--- src/rtl/bus_mmio_pkg.sv ---
// Shared types and constants for the bus_mmio MMIO slave and its timeout helper.
package bus_mmio_pkg;

  typedef enum logic [1:0] {
    IDLE,
    WDATA,
    PREQ,
    RRESP
  } state_t;

  localparam int         SLOT_LSB     = 8;
  localparam int         SLOT_MSB     = 11;
  localparam logic [7:0] MMIO_TIMEOUT = 8'd255;

  function automatic logic slot_mapped(input logic [3:0] slot, input int nslots);
    return int'(slot) < nslots;
  endfunction

endpackage

--- src/rtl/bus_mmio_timeout.sv ---
// PREQ watchdog for bus_mmio: counts while run is high, clears otherwise,
// and flags expiry once the count sits at MMIO_TIMEOUT.
module bus_mmio_timeout
  import bus_mmio_pkg::*;
(
  input  logic clk_core,
  input  logic reset_n,
  input  logic run,
  output logic expired
);

  logic [7:0] cnt_q, cnt_d;

  always_comb begin
    cnt_d = cnt_q;
    if (!run) begin
      cnt_d = '0;
    end else if (cnt_q != MMIO_TIMEOUT) begin
      cnt_d = cnt_q + 8'd1;
    end
  end

  always_ff @(posedge clk_core) begin
    if (!reset_n) begin
      cnt_q <= '0;
    end else begin
      cnt_q <= cnt_d;
    end
  end

  assign expired = run && (cnt_q == MMIO_TIMEOUT);

endmodule

--- src/rtl/bus_mmio.sv ---
// MMIO bus slave: forwards single-beat bus commands to NSLOTS req/ack peripheral slots.
// Optional macro BUS_MMIO_TIMEOUT_EN aborts a PREQ that sees no ack within MMIO_TIMEOUT cycles.
module bus_mmio
  import bus_mmio_pkg::*;
#(
  parameter int NSLOTS = 8
) (
  input  logic                   clk_core,
  input  logic                   reset_n,
  input  logic                   bmain_cvalid_bmmio,
  output logic                   bmmio_cready,
  input  logic                   bmain_cmd,
  input  logic [11:2]            bmain_addr,
  input  logic                   bmain_wvalid_bmmio,
  output logic                   bmmio_wready,
  input  logic [31:0]            bmain_wdata,
  input  logic [3:0]             bmain_wmask,
  output logic                   bmmio_rvalid,
  input  logic                   bmain_rready_bmmio,
  output logic [31:0]            bmmio_rdata,
  output logic                   bmmio_error,
  input  logic                   bmain_eack_bmmio,
  output logic [NSLOTS-1:0]      mmio_req,
  output logic                   mmio_we,
  output logic [7:2]             mmio_addr,
  output logic [31:0]            mmio_wdata,
  output logic [3:0]             mmio_wmask,
  input  logic [NSLOTS-1:0]      mmio_ack,
  input  logic [32*NSLOTS-1:0]   mmio_rdata
);

  state_t             state_q, state_d;
  logic               cmd_q, cmd_d;
  logic [11:2]        addr_q, addr_d;
  logic [31:0]        wdata_q, wdata_d;
  logic [3:0]         wmask_q, wmask_d;
  logic [31:0]        rdata_q, rdata_d;
  logic               error_q, error_d;
  logic               error_set;
  logic [3:0]         slot_cur;
  logic [NSLOTS-1:0]  slot_sel;
  logic [31:0]        slot_rdata;
  logic               ack_hit;
  logic               timeout_hit;

  assign slot_cur = addr_q[SLOT_MSB:SLOT_LSB];

  always_comb begin
    slot_sel   = '0;
    slot_rdata = '0;
    for (int i = 0; i < NSLOTS; i++) begin
      if (slot_cur == 4'(i)) begin
        slot_sel[i] = 1'b1;
        slot_rdata  = mmio_rdata[32*i +: 32];
      end
    end
  end

  // Only the requested slot's ack counts; strays on other slots fall out of the mask.
  assign ack_hit = (state_q == PREQ) && |(slot_sel & mmio_ack);

`ifdef BUS_MMIO_TIMEOUT_EN
  bus_mmio_timeout u_timeout (
    .clk_core (clk_core),
    .reset_n  (reset_n),
    .run      (state_q == PREQ),
    .expired  (timeout_hit)
  );
`else
  assign timeout_hit = 1'b0;
`endif

  always_comb begin
    state_d   = state_q;
    cmd_d     = cmd_q;
    addr_d    = addr_q;
    wdata_d   = wdata_q;
    wmask_d   = wmask_q;
    rdata_d   = rdata_q;
    error_set = 1'b0;
    case (state_q)
      IDLE: begin
        if (bmain_cvalid_bmmio) begin
          cmd_d  = bmain_cmd;
          addr_d = bmain_addr;
          if (!bmain_cmd) begin
            state_d = WDATA;
          end else if (slot_mapped(bmain_addr[SLOT_MSB:SLOT_LSB], NSLOTS)) begin
            state_d = PREQ;
          end else begin
            state_d   = RRESP;
            rdata_d   = '0;
            error_set = 1'b1;
          end
        end
      end
      WDATA: begin
        if (bmain_wvalid_bmmio) begin
          wdata_d = bmain_wdata;
          wmask_d = bmain_wmask;
          if (slot_mapped(slot_cur, NSLOTS)) begin
            state_d = PREQ;
          end else begin
            state_d   = IDLE;
            error_set = 1'b1;
          end
        end
      end
      PREQ: begin
        if (ack_hit) begin
          if (cmd_q) begin
            rdata_d = slot_rdata;
            state_d = RRESP;
          end else begin
            state_d = IDLE;
          end
        end else if (timeout_hit) begin
          error_set = 1'b1;
          if (cmd_q) begin
            rdata_d = '0;
            state_d = RRESP;
          end else begin
            state_d = IDLE;
          end
        end
      end
      RRESP: begin
        if (bmain_rready_bmmio) begin
          state_d = IDLE;
        end
      end
      default: state_d = IDLE;
    endcase
    // A new fault in the same cycle as an acknowledge must not be lost.
    error_d = error_set | (error_q & ~bmain_eack_bmmio);
  end

  always_ff @(posedge clk_core) begin
    if (!reset_n) begin
      state_q <= IDLE;
      cmd_q   <= 1'b0;
      addr_q  <= '0;
      wdata_q <= '0;
      wmask_q <= '0;
      rdata_q <= '0;
      error_q <= 1'b0;
    end else begin
      state_q <= state_d;
      cmd_q   <= cmd_d;
      addr_q  <= addr_d;
      wdata_q <= wdata_d;
      wmask_q <= wmask_d;
      rdata_q <= rdata_d;
      error_q <= error_d;
    end
  end

  assign bmmio_cready = (state_q == IDLE);
  assign bmmio_wready = (state_q == WDATA);
  assign bmmio_rvalid = (state_q == RRESP);
  assign bmmio_rdata  = rdata_q;
  assign bmmio_error  = error_q;
  assign mmio_req     = (state_q == PREQ) ? slot_sel : '0;
  assign mmio_we      = ~cmd_q;
  assign mmio_addr    = addr_q[7:2];
  assign mmio_wdata   = wdata_q;
  assign mmio_wmask   = wmask_q;

endmodule
--- config.mk ---
export PLATFORM = sky130hd
export DESIGN_NAME = bus_mmio
export DESIGN_NICKNAME = d
export VERILOG_FILES = /design/src/rtl/bus_mmio_pkg.sv /design/src/rtl/bus_mmio_timeout.sv /design/src/rtl/bus_mmio.sv
export SDC_FILE = /design/constraint.sdc
export NUM_CORES = 1
export LEC_CHECK = 0
export CAP_MARGIN = 20
export CORE_AREA = 3 3 155 157
export DETAILED_ROUTE_END_ITERATION = 16
export DIE_AREA = 0 0 158 160
export HOLD_SLACK_MARGIN = 0.1
export PLACE_DENSITY = 0.72
export RECOVER_POWER = 100
export SLEW_MARGIN = 20
export SYNTH_ARGS = -nofsm -noshare
export SYNTH_HDL_FRONTEND = slang
export SYNTH_SLANG_ARGS = --single-unit
--- constraint.sdc ---
create_clock -name clk_core -period 5.2 [get_ports clk_core]
set_input_delay 1.04 -clock clk_core [delete_from_list [all_inputs] [get_ports clk_core]]
set_output_delay 1.04 -clock clk_core [all_outputs]
set_load 0.02 [all_outputs]
# == Word-level counts from Yosys, hierarchy flattened ==
# Cells that the tools add are included.
# classes
magnitude_cmp,2
n_eq_ne,17
n_mux,38
n_bitwise,5
reduce_logical,9
# op_table
op,n
two-way mux 32 bit,13
one-hot mux 32 bit (2 select lines),1
equality test 4 x 3 -> 1 bit (second input constant),4
two-way mux 1 bit,14
two-way mux 2 bit,7
!= test 2 bit (second input constant),5
bitwise AND 8 bit,1
equality test 4 x 2 -> 1 bit (second input constant),2
< comparator 4 bit (second input constant),2
two-way mux 8 bit,1
one-hot mux 2 bit (4 select lines),1
OR reduction 8 bit,1
AND reduction 6 bit,1
equality test 2 bit (second input constant),2
equality test 4 x 1 -> 1 bit (second input constant),1
zero test 4 bit,1
!= test 2 x 1 -> 1 bit (second input constant),2
AND reduction 2 bit,2
AND reduction 4 bit,1
equality test 2 x 1 -> 1 bit (second input constant),1
zero test 2 bit,1
NOT 1 bit,2
one-hot mux 1 bit (2 select lines),1
nonzero test 2 bit,1
3 further kinds,3
# totals
regBits,82
input_bits,317
output_inout_bits,87
wordCells,78

# == Logic depth before layout (Yosys ltp) ==
# depth
word_depth,12
depth_mapped,8
depth_no_buf,5

# == Worst setup path after synthesis ==
# No wires, ideal clock.
# synth_timing
kind,register -> output
startpoint,register addr_q[10] in the netlist's numbering
endpoint,output mmio_req[5]
arrival_ns,1.615
t_required_ns,4.160
slack_ns,2.545
path_stages_with_launch,7
n_path_buf,4
cell_sequence,dfxtp_1 buf_4 buf_2 buf_2 nand2_1 clkbuf_1 nor2_1
# synth_between
elab_chain_cells,3
# synth_rtl
element,line,source
from (decl),bus_mmio.sv:34,"logic [11:2] addr_q, addr_d;"
from (signal assigned),bus_mmio.sv:150,addr_q <= addr_d;
equality test 4 x 3 -> 1 bit,bus_mmio.sv:52,if (slot_cur == 4'(i)) begin
two-way mux 1 bit,bus_mmio.sv:52,
two-way mux 8 bit,bus_mmio.sv:163,assign mmio_req = (state_q == PREQ) ? slot_sel : '0;
to (decl),bus_mmio.sv:23,"output logic [NSLOTS-1:0] mmio_req,"
# No other way between the ends.

# == Worst setup path in the final report ==
# layout_timing
startpoint,register addr_q[11] in the netlist's numbering
endpoint,output mmio_req[4]
# Same word-level chain as after synthesis.

==> impl_table.tex <==
\begin{tabular}{lr}
\hline
Metric & Value \\
\hline
\multicolumn{2}{l}{\textbf{Outcome}} \\
\quad Result of the run & complete, but fails checks \\
\quad Violated checks & capacitance limit, slew limit \\
\multicolumn{2}{l}{\textbf{Synthesis}} \\
\quad Share of synthesized area occupied by flip-flops and latches & roughly 28\% \\
\quad Number of nets produced by synthesis & roughly 1100 \\
\quad Mapped cell area & roughly 6000 um2 \\
\quad Fraction of synthesis flops using an asynchronous set or reset pin & 0\% \\
\quad Gate Count Post-Synth & around 780 \\
\quad Share of Yosys cell area claimed by the top area cell type & between 20\% and 30\% \\
\quad Synthesized area per cell & 7.57 um2 \\
\quad Cell types occupying the most area after synthesis & sky130\_fd\_sc\_hd\_\_dfxtp\_1 (28\%), sky130\_fd\_sc\_hd\_\_nand2\_1 (10\%), sky130\_fd\_sc\_hd\_\_mux2i\_1 (6.6\%), sky130\_fd\_sc\_hd\_\_a21boi\_0 (6.4\%), sky130\_fd\_sc\_hd\_\_o32ai\_2 (5.5\%) \\
\quad Most used DFF post-synth & sky130\_fd\_sc\_hd\_\_dfxtp\_1 \\
\quad Post-synth cell types & 48 \\
\quad Number of synthesized register bits & slightly above 80 \\
\quad Number of enable-type register cells in the synthesized netlist & 0 \\
\quad Cell type contributing the most total cell area after synthesis & sky130\_fd\_sc\_hd\_\_dfxtp\_1 \\
\quad YS warnings & 0 \\
\multicolumn{2}{l}{\textbf{Cells and area}} \\
\quad Cell Count, Final, Fillers Out & between 1000 and 1500 \\
\quad Area growth from synthesis to layout & 72.8\% \\
\quad Final Util & 44.9\% \\
\quad \# diodes & 0 \\
\quad Fraction of layout instances using a drive strength above 1 & around 5.2\% \\
\quad Final non-filler cell area & approximately 10000 um2 \\
\quad Multi-input gate area in the final layout & $\sim$3600 um2 \\
\quad Fill count & 2248 \\
\quad Post-layout nets & between 1000 and 1500 \\
\quad Storage cell area & approximately 1700 um2 \\
\multicolumn{2}{l}{\textbf{Power and ir drop}} \\
\quad P per Cell Area & about 210 nW/um2 \\
\quad Total leakage power & about 0.0038 uW \\
\quad Worst IR Drop VDD & roughly 0.16 mV \\
\multicolumn{2}{l}{\textbf{Clocking}} \\
\quad Clock tree buffer depth & 2 \\
\quad Post-CTS resize count & 0 \\
\quad Quantity of hold-fixing buffers added after cts & 0 \\
\quad Clock root buffer & sky130\_fd\_sc\_hd\_\_clkbuf\_16 \\
\quad Register clock-pin slew on the reported worst setup and hold paths & approximately 0.070 ns \\
\quad Number of setup buffers added after CTS & 0 \\
\quad Number of buffers added by the clock tree synthesis step & 9 \\
\quad Maximum level of the CTS H-tree & 3 \\
\quad Clock sink total & a little over 80 \\
\quad TritonCTS clock tree & done \\
\quad Worst skew pair latency & approximately 0.34 ns \\
\multicolumn{2}{l}{\textbf{Floorplanning}} \\
\quad Number of placement rows & 55 \\
\quad Num ports & roughly 400 \\
\quad Starting Density & 26.0\% \\
\quad Die height & between 150 and 200 um \\
\quad Area enclosed by the die boundary & roughly 25000 um2 \\
\quad Core Region & $\sim$23000 um2 \\
\quad Horizontal extent of the die & between 150 and 200 um \\
\multicolumn{2}{l}{\textbf{STA}} \\
\quad Worst-Margin Slew & $\sim$1.7 ns \\
\quad Hold violation count in the final report & 0 \\
\quad Clock tree skew after final layout & 0.0107 ns \\
\quad Remaining max-slew budget at the tightest pin & -13.1\% \\
\quad Pins Over Slew Limit & 61 \\
\quad Final worst setup slack & between 1 and 1.5 ns \\
\quad RSZ-0062 raised after global routing & false \\
\quad Timing-limited maximum frequency & around 240 MHz \\
\quad Total Negative Setup Slacks & 0 ns \\
\quad Post-layout minimum cycle time & between 4 and 5 ns \\
\quad Portion of the clock cycle consumed by the worst path in the final layout & between 70\% and 80\% \\
\quad Setup Viol. Count Final & 0 \\
\multicolumn{2}{l}{\textbf{Placed design}} \\
\quad Placed inst area & 10000 um2 \\
\quad Worst slack after detailed placement & around 1.6 ns \\
\quad Placed wire-length estimate & 20.2 mm \\
\quad Placer Congestion & 0.855 \\
\quad Port-buffer cells & about 400 \\
\quad Number of instances in the placed design & roughly 1400 \\
\multicolumn{2}{l}{\textbf{Detailed routing}} \\
\quad Final routed wirelength across all metal layers & roughly 27 mm \\
\quad Final antenna-violating net count & 0 \\
\quad Drt first pass iters & 4 \\
\quad Routed wire length per instance & 18.9 um \\
\quad DR iter-0 viols & between 300 and 400 \\
\quad Drt drc & 0 \\
\quad Average via count per standard cell & just under 5 \\
\quad Overall via count from detail\_route & slightly below 7000 \\
\multicolumn{2}{l}{\textbf{GRT}} \\
\quad Pin count of the biggest net entering global routing & 78 \\
\quad First-pass GRT wire length & 39.1 mm \\
\quad Number of global-route vias before repair & a little under 7000 \\
\quad Antenna violations before repair & 1 \\
\quad Total overflow reported by the global router & 0 \\
\quad Total track usage & 19.7\% \\
\multicolumn{2}{l}{\textbf{Critical path}} \\
\quad Reg-to-reg critical path startpoint & addr\_q[11] \\
\quad Crit. End Element & output pin \\
\quad Register-to-Register Path Depth & 5 \\
\quad Reg-to-reg endpoint & bmmio\_rdata[8] \\
\quad Peak fanout along the critical path & 43 \\
\quad CP arrival & 3.06 ns \\
\quad Classification of the worst setup path & register to output pin \\
\quad Data required time of the worst path & approximately 4.2 ns \\
\quad Register-to-register setup slack & $\sim$1.1 ns \\
\quad CP Launch Type & register \\
\multicolumn{2}{l}{\textbf{Min path}} \\
\quad Type of the most critical hold path & register to register \\
\quad Start point of the worst min-delay path & bmmio\_rdata[28] \\
\quad Hold Path End & bmmio\_rdata[28] \\
\quad Min-Delay Path Depth & 2 \\
\multicolumn{2}{l}{\textbf{Job}} \\
\quad Max capacitance violation total & 3 \\
\hline
\end{tabular}
[cells in the mapped netlist (4+ instances only)]
cell / number
sky130_fd_sc_hd__a21boi_0: 50
sky130_fd_sc_hd__o32ai_1: 5
sky130_fd_sc_hd__mux2_2: 26
sky130_fd_sc_hd__a22o_1: 6
sky130_fd_sc_hd__nand2_1: 156
sky130_fd_sc_hd__buf_2: 20
sky130_fd_sc_hd__o31ai_1: 7
sky130_fd_sc_hd__inv_1: 36
sky130_fd_sc_hd__nor3_1: 4
sky130_fd_sc_hd__o21ai_0: 55
sky130_fd_sc_hd__a211oi_1: 8
sky130_fd_sc_hd__mux2i_1: 39
sky130_fd_sc_hd__clkbuf_1: 41
sky130_fd_sc_hd__o2bb2ai_1: 6
sky130_fd_sc_hd__a21oi_1: 64
sky130_fd_sc_hd__buf_4: 8
sky130_fd_sc_hd__a21o_1: 26
sky130_fd_sc_hd__nor2b_1: 33
sky130_fd_sc_hd__buf_1: 6
sky130_fd_sc_hd__dfxtp_1: 82
sky130_fd_sc_hd__o32ai_2: 20
sky130_fd_sc_hd__nor2_1: 22
sky130_fd_sc_hd__o22ai_1: 25
[where the power goes]
part / internal, uW / total [uW] / switching [uW]
logic: 418 / 790 / 372
clock network: 379 / 663 / 284
registers: 661 / 701 / 40.1
[final cells by class]
cell class	count	area share, %
Clock buffer	10	2.25
Clock inverter	6	0.727
Inverter	36	1.33
Multi-Input combinational cell	582	35.5
Sequential cell	82	16.3
Tap cell	285	3.51
Timing Repair Buffer	414	40.4
[per-stage QoR]
| step | hold slack, ns | total power, uW |
|---|---|---|
| 3_3_place_gp | 0.443 | 1530 |
| 2_1_floorplan | 0.444 | 1130 |
| 4_1_cts | 0.457 | 2210 |
| 6_report | 0.454 | 2150 |
| 3_5_place_dp | 0.446 | 1540 |
| 5_1_grt | 0.475 | 2270 |
[per-layer routing]
metal  routed length [um]  track usage [%]  up-vias
li1                     -                -     3436
met4                  401             3.99        2
met3                 2710             7.18       35
met1                10700             23.7     3109
met2                12900             33.7      309
met5                   12                0        -
[cells by family after synthesis]
family,after synthesis,synth area share (%)
buffers and inverters,113,8.41
multiplexers,65,11.6
AND/OR/NAND/NOR,234,17.9
flip-flops,82,27.9
AO/OA/AOI/OAI,283,34.2
[worst max-delay path, cell delays in order, from the launching register on]
cell and delay [ns]:
sky130_fd_sc_hd__dfxtp_2 0.58, sky130_fd_sc_hd__nor2_2 1.26, sky130_fd_sc_hd__nand2_1 0.11, sky130_fd_sc_hd__nor2_1 0.14
sky130_fd_sc_hd__clkdlybuf4s50_1 0.62
[sequential cells by signal, summed over array words and instances (netlist names)]
name,count
bmmio_rdata,32
mmio_wdata,32
addr_q,10
mmio_wmask,4
state_q,2
bmmio_error,1
cmd_q,1
[how the worst max path moves through the flow]
| stage | cells past startpoint | slack [ns] | startpoint | end |
|---|---|---|---|---|
| after floorplan | 6 | 2.54 | addr_q[10] | mmio_req[5] |
| after global placement | 3 | 1.71 | reset_n | bmmio_rdata[6] |
| after detailed placement | 3 | 1.64 | reset_n | bmmio_rdata[2] |
| after CTS | 4 | 1.48 | addr_q[10] | mmio_req[0] |
| after global routing | 4 | 0.87 | addr_q[10] | mmio_req[2] |
| final | 4 | 1.10 | addr_q[11] | mmio_req[4] |
[cells in the final DEF, fill, tap and decap left out, types with 5 or more instances in the layout]
master | synthesis | final
sky130_fd_sc_hd__a21o_1 | 26 | 26
sky130_fd_sc_hd__o32ai_1 | 5 | 23
sky130_fd_sc_hd__dlygate4sd3_1 | 0 | 85
sky130_fd_sc_hd__nor2b_1 | 33 | 32
sky130_fd_sc_hd__clkdlybuf4s50_1 | 0 | 318
sky130_fd_sc_hd__nor2_1 | 22 | 22
sky130_fd_sc_hd__o22ai_1 | 25 | 25
sky130_fd_sc_hd__mux2i_1 | 39 | 39
sky130_fd_sc_hd__dfxtp_1 | 82 | 79
sky130_fd_sc_hd__o21ai_0 | 55 | 55
sky130_fd_sc_hd__inv_1 | 36 | 36
sky130_fd_sc_hd__a21oi_1 | 64 | 64
sky130_fd_sc_hd__a22o_1 | 6 | 6
sky130_fd_sc_hd__clkbuf_1 | 41 | 5
sky130_fd_sc_hd__a211oi_1 | 8 | 8
sky130_fd_sc_hd__o31ai_1 | 7 | 7
sky130_fd_sc_hd__o2bb2ai_1 | 6 | 6
sky130_fd_sc_hd__a21boi_0 | 50 | 50
sky130_fd_sc_hd__buf_4 | 8 | 7
sky130_fd_sc_hd__nand2_1 | 156 | 156
sky130_fd_sc_hd__clkbuf_16 | 0 | 9
sky130_fd_sc_hd__mux2_2 | 26 | 26
Power figures use the tool's default switching activity.
